File: config.mk
export PLATFORM = sky130hd
export DESIGN_NAME = tff_modulo_counter
export DESIGN_NICKNAME = d
export VERILOG_FILES = /design/src/rtl/tff_modulo_counter.sv
export SDC_FILE = /design/constraint.sdc
export NUM_CORES = 1
export LEC_CHECK = 0
export BUFFER_PORTS_ARGS = -buffer_cell sky130_fd_sc_hd__buf_2
export CAP_MARGIN = 20
export CORE_AREA = 2 2 39 41
export CTS_BUF_LIST = sky130_fd_sc_hd__clkbuf_16
export DETAILED_ROUTE_END_ITERATION = 12
export DIE_AREA = 0 0 41 43
export PLACE_DENSITY = 0.73
export SETUP_SLACK_MARGIN = 0.02
export SKIP_LAST_GASP = 1
export SYNTH_ARGS = -nofsm -noshare
export SYNTH_HDL_FRONTEND = slang
export SYNTH_SLANG_ARGS = --single-unit
File: constraint.sdc
create_clock -name C -period 1.9 [get_ports C]
set_clock_uncertainty 0.1 [all_clocks]
set_input_delay 0.475 -clock C [delete_from_list [all_inputs] [get_ports C]]
set_output_delay 0.475 -clock C [all_outputs]
set_load 0.01 [all_outputs]
File: src/rtl/tff_modulo_counter.sv
// Modulo up/down counter built on a toggle flip-flop bank (Q <= Q ^ T), exporting T.
// Define TFF_CNT_SATURATE_EN to hold at the boundary instead of wrapping.
module tff_modulo_counter #(
   parameter int unsigned WIDTH   = 4,
   parameter int unsigned MODULUS = 16
) (
   input  logic             C,
   input  logic             R,
   input  logic             E,
   input  logic             UP,
   input  logic             LD,
   input  logic [WIDTH-1:0] D,
   input  logic             CLR_OVF,
   output logic [WIDTH-1:0] Q,
   output logic [WIDTH-1:0] T,
   output logic             TC,
   output logic             OVF
);

   localparam logic [WIDTH:0]   MOD_W = (WIDTH+1)'(MODULUS);
   localparam logic [WIDTH-1:0] MAX_Q = WIDTH'(MODULUS - 1);
   localparam bit               POW2  = (MODULUS == (32'd1 << WIDTH));

   logic [WIDTH-1:0] q_q, q_d;
   logic [WIDTH-1:0] t_d;
   logic [WIDTH-1:0] ld_val;
   logic [WIDTH-1:0] cnt_t;
   logic [WIDTH:0]   nxt_up_w;
   logic             tc_q, tc_d;
   logic             ovf_q, ovf_d;
   logic             at_top, at_bot, boundary;

   assign nxt_up_w = {1'b0, q_q} + (WIDTH+1)'(1);
   assign at_top   = (nxt_up_w == MOD_W);
   assign at_bot   = (q_q == '0);
   assign ld_val   = ({1'b0, D} < MOD_W) ? D : MAX_Q;
   assign boundary = E & ~LD & (UP ? at_top : at_bot);

   // Power-of-two moduli wrap naturally, so the toggle vector is a pure prefix AND/NOR chain.
   if (POW2) begin : g_pow2
      assign cnt_t[0] = 1'b1;
      for (genvar i = 1; i < WIDTH; i++) begin : g_bit
         assign cnt_t[i] = UP ? (&q_q[i-1:0]) : ~(|q_q[i-1:0]);
      end
   end else begin : g_mod
      logic [WIDTH-1:0] nxt;
      always_comb begin
         if (UP) nxt = at_top ? '0 : nxt_up_w[WIDTH-1:0];
         else    nxt = at_bot ? MAX_Q : (q_q - WIDTH'(1));
      end
      assign cnt_t = q_q ^ nxt;
   end

   always_comb begin
      t_d   = '0;
      tc_d  = 1'b0;
      ovf_d = ovf_q;
      if (R) begin
         t_d   = q_q;
         ovf_d = 1'b0;
      end else begin
         if (LD) begin
            t_d = q_q ^ ld_val;
         end else if (E) begin
`ifdef TFF_CNT_SATURATE_EN
            t_d = boundary ? '0 : cnt_t;
`else
            t_d = cnt_t;
`endif
            tc_d = boundary;
         end
         if (boundary)     ovf_d = 1'b1;
         else if (CLR_OVF) ovf_d = 1'b0;
      end
   end

   assign q_d = q_q ^ t_d;

   always_ff @(posedge C) begin
      if (R) begin
         q_q   <= '0;
         tc_q  <= 1'b0;
         ovf_q <= 1'b0;
      end else begin
         q_q   <= q_d;
         tc_q  <= tc_d;
         ovf_q <= ovf_d;
      end
   end

   assign Q   = q_q;
   assign T   = t_d;
   assign TC  = tc_q;
   assign OVF = ovf_q;

endmodule

==> flow_summary.toml, run 1 <==
[floorplanning]
io_pins = 20
core_area_um2 = 1380
die_w_um = 41
die_area_um2 = 1760
row_count = 14
start_util_pct = 36.2
fp.dieH_um = 43

[cts]
cts.sinks = 6
htreeDepth = 1
clock_path_buffers = 2
cts_tree = "built"
root_buffer = "clkbuf_16"
post_cts_buffers = 0
clk_latency_ns = 0.23
cts_made_buffers = 3
clk_pin_slew_ns = 0.03

[route]
drcViolationCount = 0
first_pass_iters = 2
drtAntennaViolNets = 0
routed_wirelength_um = 1190
avgViaCountPerCell = 5.16
routedWlPerCell_um = 11.8
vias = 521
drt_first_iter_violations = 6

[setup_path]
worstPathRequired_ns = 1.32
crit_path_end_kind = "primary output"
crit_top_cell = "o211ai_1"
worstPathArrival_ns = 1.36
crit_slowest_cell = "dfxtp_1"
cpPeakStageDelay_ns = 0.31
startpoint_type = "flop"
crit_type = "reg -> out"
cp_cell_sequence = "and2_4, ha_1, nand2b_1, o211ai_1, o211ai_1, buf_2"
worstPathMaxFanout = 2

[worst_hold_path]
min_path_type = "reg -> reg"

[timing]
rsz0062_at_grt = "yes"
worst_pin_slew_ns = 0.228
setup_violations = 2
fmax_ghz = 0.517
slew_violations = 0
finalHoldViolations = 0
max_slew_margin_pct = 84.7
fin_tns_setup_ns = -0.0539
period_share_pct = 102
layout_min_cycle_time_ns = 1.93
setup_slack_ns = -0.0342

[logic_synthesis]
synth-seq-cells = 6
async_flop_share_pct = 0
ys_dominant_reg_cell = "dfxtp_1"
syn_area_um2 = 500
avgSynthCellArea_um2 = 8.34
ys_types = 31
netlist_instances = 60
seq_area_frac_synth_pct = 24.0
yosys_warnings = 0
synth_nets = 71
synth_edf_count = 0

[place]
portBuffers = 19
gp_congestion = 0.741
dp_hpwl_um = 923

[outcome]
violations = "negative setup slack"
status = "finished with violations"

[global_routing]
antenna_found_initial = 0
grt_max_degree = 12
grtUsageTotal_pct = 15.7
grt_pass1_wl_um = 1750
grt_pass1_vias = 448
gr-total-overflow = 0

[run]
cap_violations = 0

[finish]
fin_util_pct = 52.1
nFillCells = 131
drive_gt1_share_pct = 44.7
area_growth_pct = 44.0
antennaDiodeCount = 0
fin_nets = 98

[pwr]
max-vdd-ir-drop_mv = 0.652
p_leak_nw = 0.351
power_density_nw_per_um2 = 913
[registers in the layout, summed over array words and instances (netlist names)]
name,count
TC,1
OVF,1
Q,4
[kinds of logic after synthesis]
group	after synthesis	share of synthesized area, %
adder cells (fa/ha/maj)	1	2.50
buffers and inverters	5	6.00
AO/OA/AOI/OAI	12	15.7
flip-flops	6	24.0
XOR/XNOR	3	5.25
multiplexers	7	15.5
AND/OR/NAND/NOR	26	31.0
[cells in the mapped netlist (2+ instances only)]
master    number  area (um2)
a21oi_1        2        10.0
buf_2          3        15.0
dfxtp_1        6         120
mux2i_1        4        40.0
nand2_1        2        7.51
nand2b_1       3        18.8
nand3_1        2        10.0
nor2_1         8        30.0
nor2b_1        2        12.5
nor3b_1        2        15.0
o211ai_1       3        22.5
o21ai_0        3        15.0
xor2_1         2        17.5
[cell type report]
| class | instances | area [um2] | area share [%] |
|---|---|---|---|
| Multi-Input combinational cell | 49 | 353 | 49.0 |
| Timing Repair Buffer | 26 | 148 | 20.5 |
| Sequential cell | 6 | 121 | 16.8 |
| Clock buffer | 3 | 75.1 | 10.4 |
| Tap cell | 16 | 20.0 | 2.78 |
| Inverter | 1 | 3.75 | 0.521 |
[cells in the final DEF (no fill, tap or decap)]
cell type / n
a21oi_1: 2
a22oi_2: 1
a31oi_1: 1
and2_4: 1
and3_2: 1
and4b_2: 1
buf_2: 19
buf_4: 7
clkbuf_16: 3
dfxtp_1: 5
dfxtp_2: 1
ha_1: 1
inv_1: 1
mux2_1: 1
mux2_2: 1
mux2_4: 1
mux2i_1: 4
nand2_1: 2
nand2b_1: 3
nand3_1: 2
nand3b_1: 1
nor2_1: 8
nor2b_1: 2
nor2b_4: 1
nor3_1: 1
nor3_2: 1
nor3b_1: 2
o211ai_1: 3
o21ai_0: 3
o21ai_1: 1
o31ai_1: 1
xnor2_1: 1
xor2_1: 2
[per-layer routing]
metal | global-route usage (%) | vias up | wire length, um
li1 | - | 262 | -
met1 | 17.9 | 240 | 523
met2 | 23.1 | 17 | 586
met3 | 6.28 | 2 | 66
met4 | 10.0 | 0 | 14
met5 | 0 | - | 0
[critical path, delay by kind of cell, from the launching register on]
family / cells / cell delay [ns]
AND/OR/NAND/NOR: 2 / 0.29
flip-flops: 1 / 0.31
buffers and inverters: 1 / 0.14
AO/OA/AOI/OAI: 2 / 0.22
adder cells (fa/ha/maj): 1 / 0.16
[report_power, final]
part / leakage [nW] / switching, mW / internal [mW]
sequential: 0.0496 / 0.0115 / 0.138
combinational: 0.264 / 0.0799 / 0.0825
clock: 0.0370 / 0.0755 / 0.270
total: 0.351 / 0.167 / 0.491
[worst paths after layout]
kind | depth (start not counted) | startpoint | slack [ns] | end
setup reg to reg | 5 | Q[1] | 0.45 | OVF
setup / recovery | 6 | Q[1] | -0.03 | T[3]
hold / removal | 2 | OVF | 0.40 | OVF
hold reg to reg | 2 | OVF | 0.40 | OVF
[per-stage QoR]
step | hold WS [ns] | instances | instance area (um2) | power, mW | worst slack [ns]
after detailed placement | 0.409 | 98 | 642 | 0.312 | 0.0461
after global placement | 0.382 | 98 | 642 | 0.307 | 0.0559
final | 0.402 | 101 | 721 | 0.658 | -0.0342
after CTS | 0.412 | 101 | 721 | 0.667 | -0.0446
after floorplan | 0.414 | 60 | 500 | 0.251 | 0.0929
after global routing | 0.445 | 101 | 721 | 0.690 | -0.123
[repair_timing]
item / in CTS / in global routing
setup endpoints to repair: 3 / 3
hold buffers: 0 / 0
gates resized for setup: 2 / 0
Note: power is estimated with default switching activity, not from simulation.
==> run 2, diff against run 1 <==
--- a/config.mk
+++ b/config.mk
@@ -12,6 +12,7 @@
 export DETAILED_ROUTE_END_ITERATION = 12
 export DIE_AREA = 0 0 41 43
 export PLACE_DENSITY = 0.73
+export RECOVER_POWER = 25
 export SETUP_SLACK_MARGIN = 0.02
 export SKIP_LAST_GASP = 1
 export SYNTH_ARGS = -nofsm -noshare
==> run 2 against run 1 <==
Against the previous run: the flow still finishes with violations (negative setup slack); sequential share of layout area up 0.059 points; register-to-register slack about the same; first-iteration DRC count unchanged; critical path type unchanged; critical endpoint unchanged; largest cell class unchanged; largest power group unchanged.
==> flow_summary.toml, run 2 (synthesized netlist as in run 1, its figures left out) <==
[setup_path]
rr_startpoint = "Q[1]"
startpoint_type = "flop"
worstPathArrival_ns = 1.36
worstPathRequired_ns = 1.32
crit_type = "reg -> out"
crit_path_end_kind = "primary output"
worstPathMaxFanout = 2
r2r-end = "OVF"
rrSetupSlack_ns = 0.45
r2r_cells = 5

[timing]
worst_pin_slew_ns = 0.229
layout_min_cycle_time_ns = 1.94
fmax_ghz = 0.516
rsz0062_at_grt = "yes"
setup_violations = 2
hold-worst-slack_ns = 0.403
max_slew_margin_pct = 84.7
period_share_pct = 102
slew_violations = 0
setup_slack_ns = -0.0361
finalHoldViolations = 0

[place]
portBuffers = 19
gp_congestion = 0.741
place_ws_ns = 0.0461
dp_hpwl_um = 923

[floorplanning]
start_util_pct = 36.2
core_area_um2 = 1380
io_pins = 20
die_area_um2 = 1760
row_count = 14
fp.dieH_um = 43
die_w_um = 41

[pwr]
clockPowerShare_pct = 52.6
p_leak_nw = 0.342
power_density_nw_per_um2 = 917
power_frac_seq_pct = 22.8
p_switching_mw = 0.167
combPwrFrac_pct = 24.6
max-vdd-ir-drop_mv = 0.665
p_int_mw = 0.491
p_sw_share_pct = 25.4

[route]
drtAntennaViolNets = 0
avgViaCountPerCell = 5.18
drcViolationCount = 0
vias = 523
first_pass_iters = 3
drt_first_iter_violations = 6
routed_wirelength_um = 1200
routedWlPerCell_um = 11.9

[global_routing]
grt_pass1_vias = 448
grt_pass1_wl_um = 1750
grt_max_degree = 12
gr-total-overflow = 0
antenna_found_initial = 0
grtUsageTotal_pct = 15.7

[finish]
layout_commonest_cell = "buf_2"
area_growth_pct = 43.5
top_register = "Q"
largest_register_ffs = 4
drive_gt1_share_pct = 42.4
final_cell_mix = "buf_2, nor2_1, buf_4"
antennaDiodeCount = 0
fin_nets = 98

[cts]
root_buffer = "clkbuf_16"
post_cts_buffers = 0
cts_tree = "built"
clk_latency_ns = 0.23
holdBufCountCts = 0
cts.sinks = 6
htreeDepth = 1
clock_path_buffers = 2
cts_made_buffers = 3
clk_pin_slew_ns = 0.03

[worst_hold_path]
min_path_type = "reg -> reg"
min_path_cells = 2
hold_path.startpoint = "OVF"
holdPathEnd = "OVF"

[outcome]
violations = "negative setup slack"
status = "finished with violations"

[run]
cap_violations = 0
run 2: changes by cell type in the layout (fill, tap and decap cells not counted), sizes merged:
cell,previous run,this run
buf,26,24
clkbuf,3,5
run 2: per-layer routing:
metal | global-route usage [%] | routed length [um]
met5 | 0 | 0
met1 | 17.9 | 530
met4 | 10.0 | 24
met2 | 23.1 | 580
met3 | 6.28 | 63
run 2: metrics by stage:
step	utilization (%)	instance area, um2	power, mW	TNS (ns)	std cells
2_1_floorplan	-	500	0.251	0	60
3_3_place_gp	46.4	642	0.307	0	98
3_5_place_dp	46.4	642	0.312	0	98
4_1_cts	52.1	721	0.667	-0.0658	101
5_1_grt	51.9	718	0.690	-0.238	101
6_report	51.9	718	0.658	-0.0552	101
run 2: power groups by stage:
stage          logic, mW  clock network, mW  registers, mW
6_report           0.162              0.346          0.150
5_1_grt            0.179              0.360          0.151
4_1_cts            0.164              0.353          0.150
3_5_place_dp       0.162                  0          0.150
3_3_place_gp       0.158                  0          0.149
2_1_floorplan     0.0914                  0          0.160
run 2: final cells by class:
class                   instances  area (um2)
clock buffers                   3        75.1
well taps                      16        20.0
multi-input cells              49         353
inverters                       1        3.75
fillers                       131         666
flip-flops and latches          6         121
repair buffers                 26         145
run 2: critical path, cell delays in order, from the launching register on:
cell and delay, ns:
dfxtp_1 0.31, and2_4 0.16, ha_1 0.16, nand2b_1 0.13, o211ai_1 0.12, o211ai_1 0.10
buf_2 0.14
run 2: how the worst max path moves through the flow:
stage	depth (start not counted)	slack (ns)	endpoint	startpoint
6_report	6	-0.04	T[3]	Q[1]
5_1_grt	6	-0.12	T[3]	Q[0]
4_1_cts	6	-0.04	T[3]	Q[0]
3_3_place_gp	5	0.06	T[2]	UP
2_1_floorplan	5	0.09	T[3]	Q[1]
3_5_place_dp	5	0.05	T[2]	UP
run 2: timing repair:
item	in CTS	in global routing
gates resized for setup	2	0
endpoints found under the setup margin	3	3
pin swaps	0	0
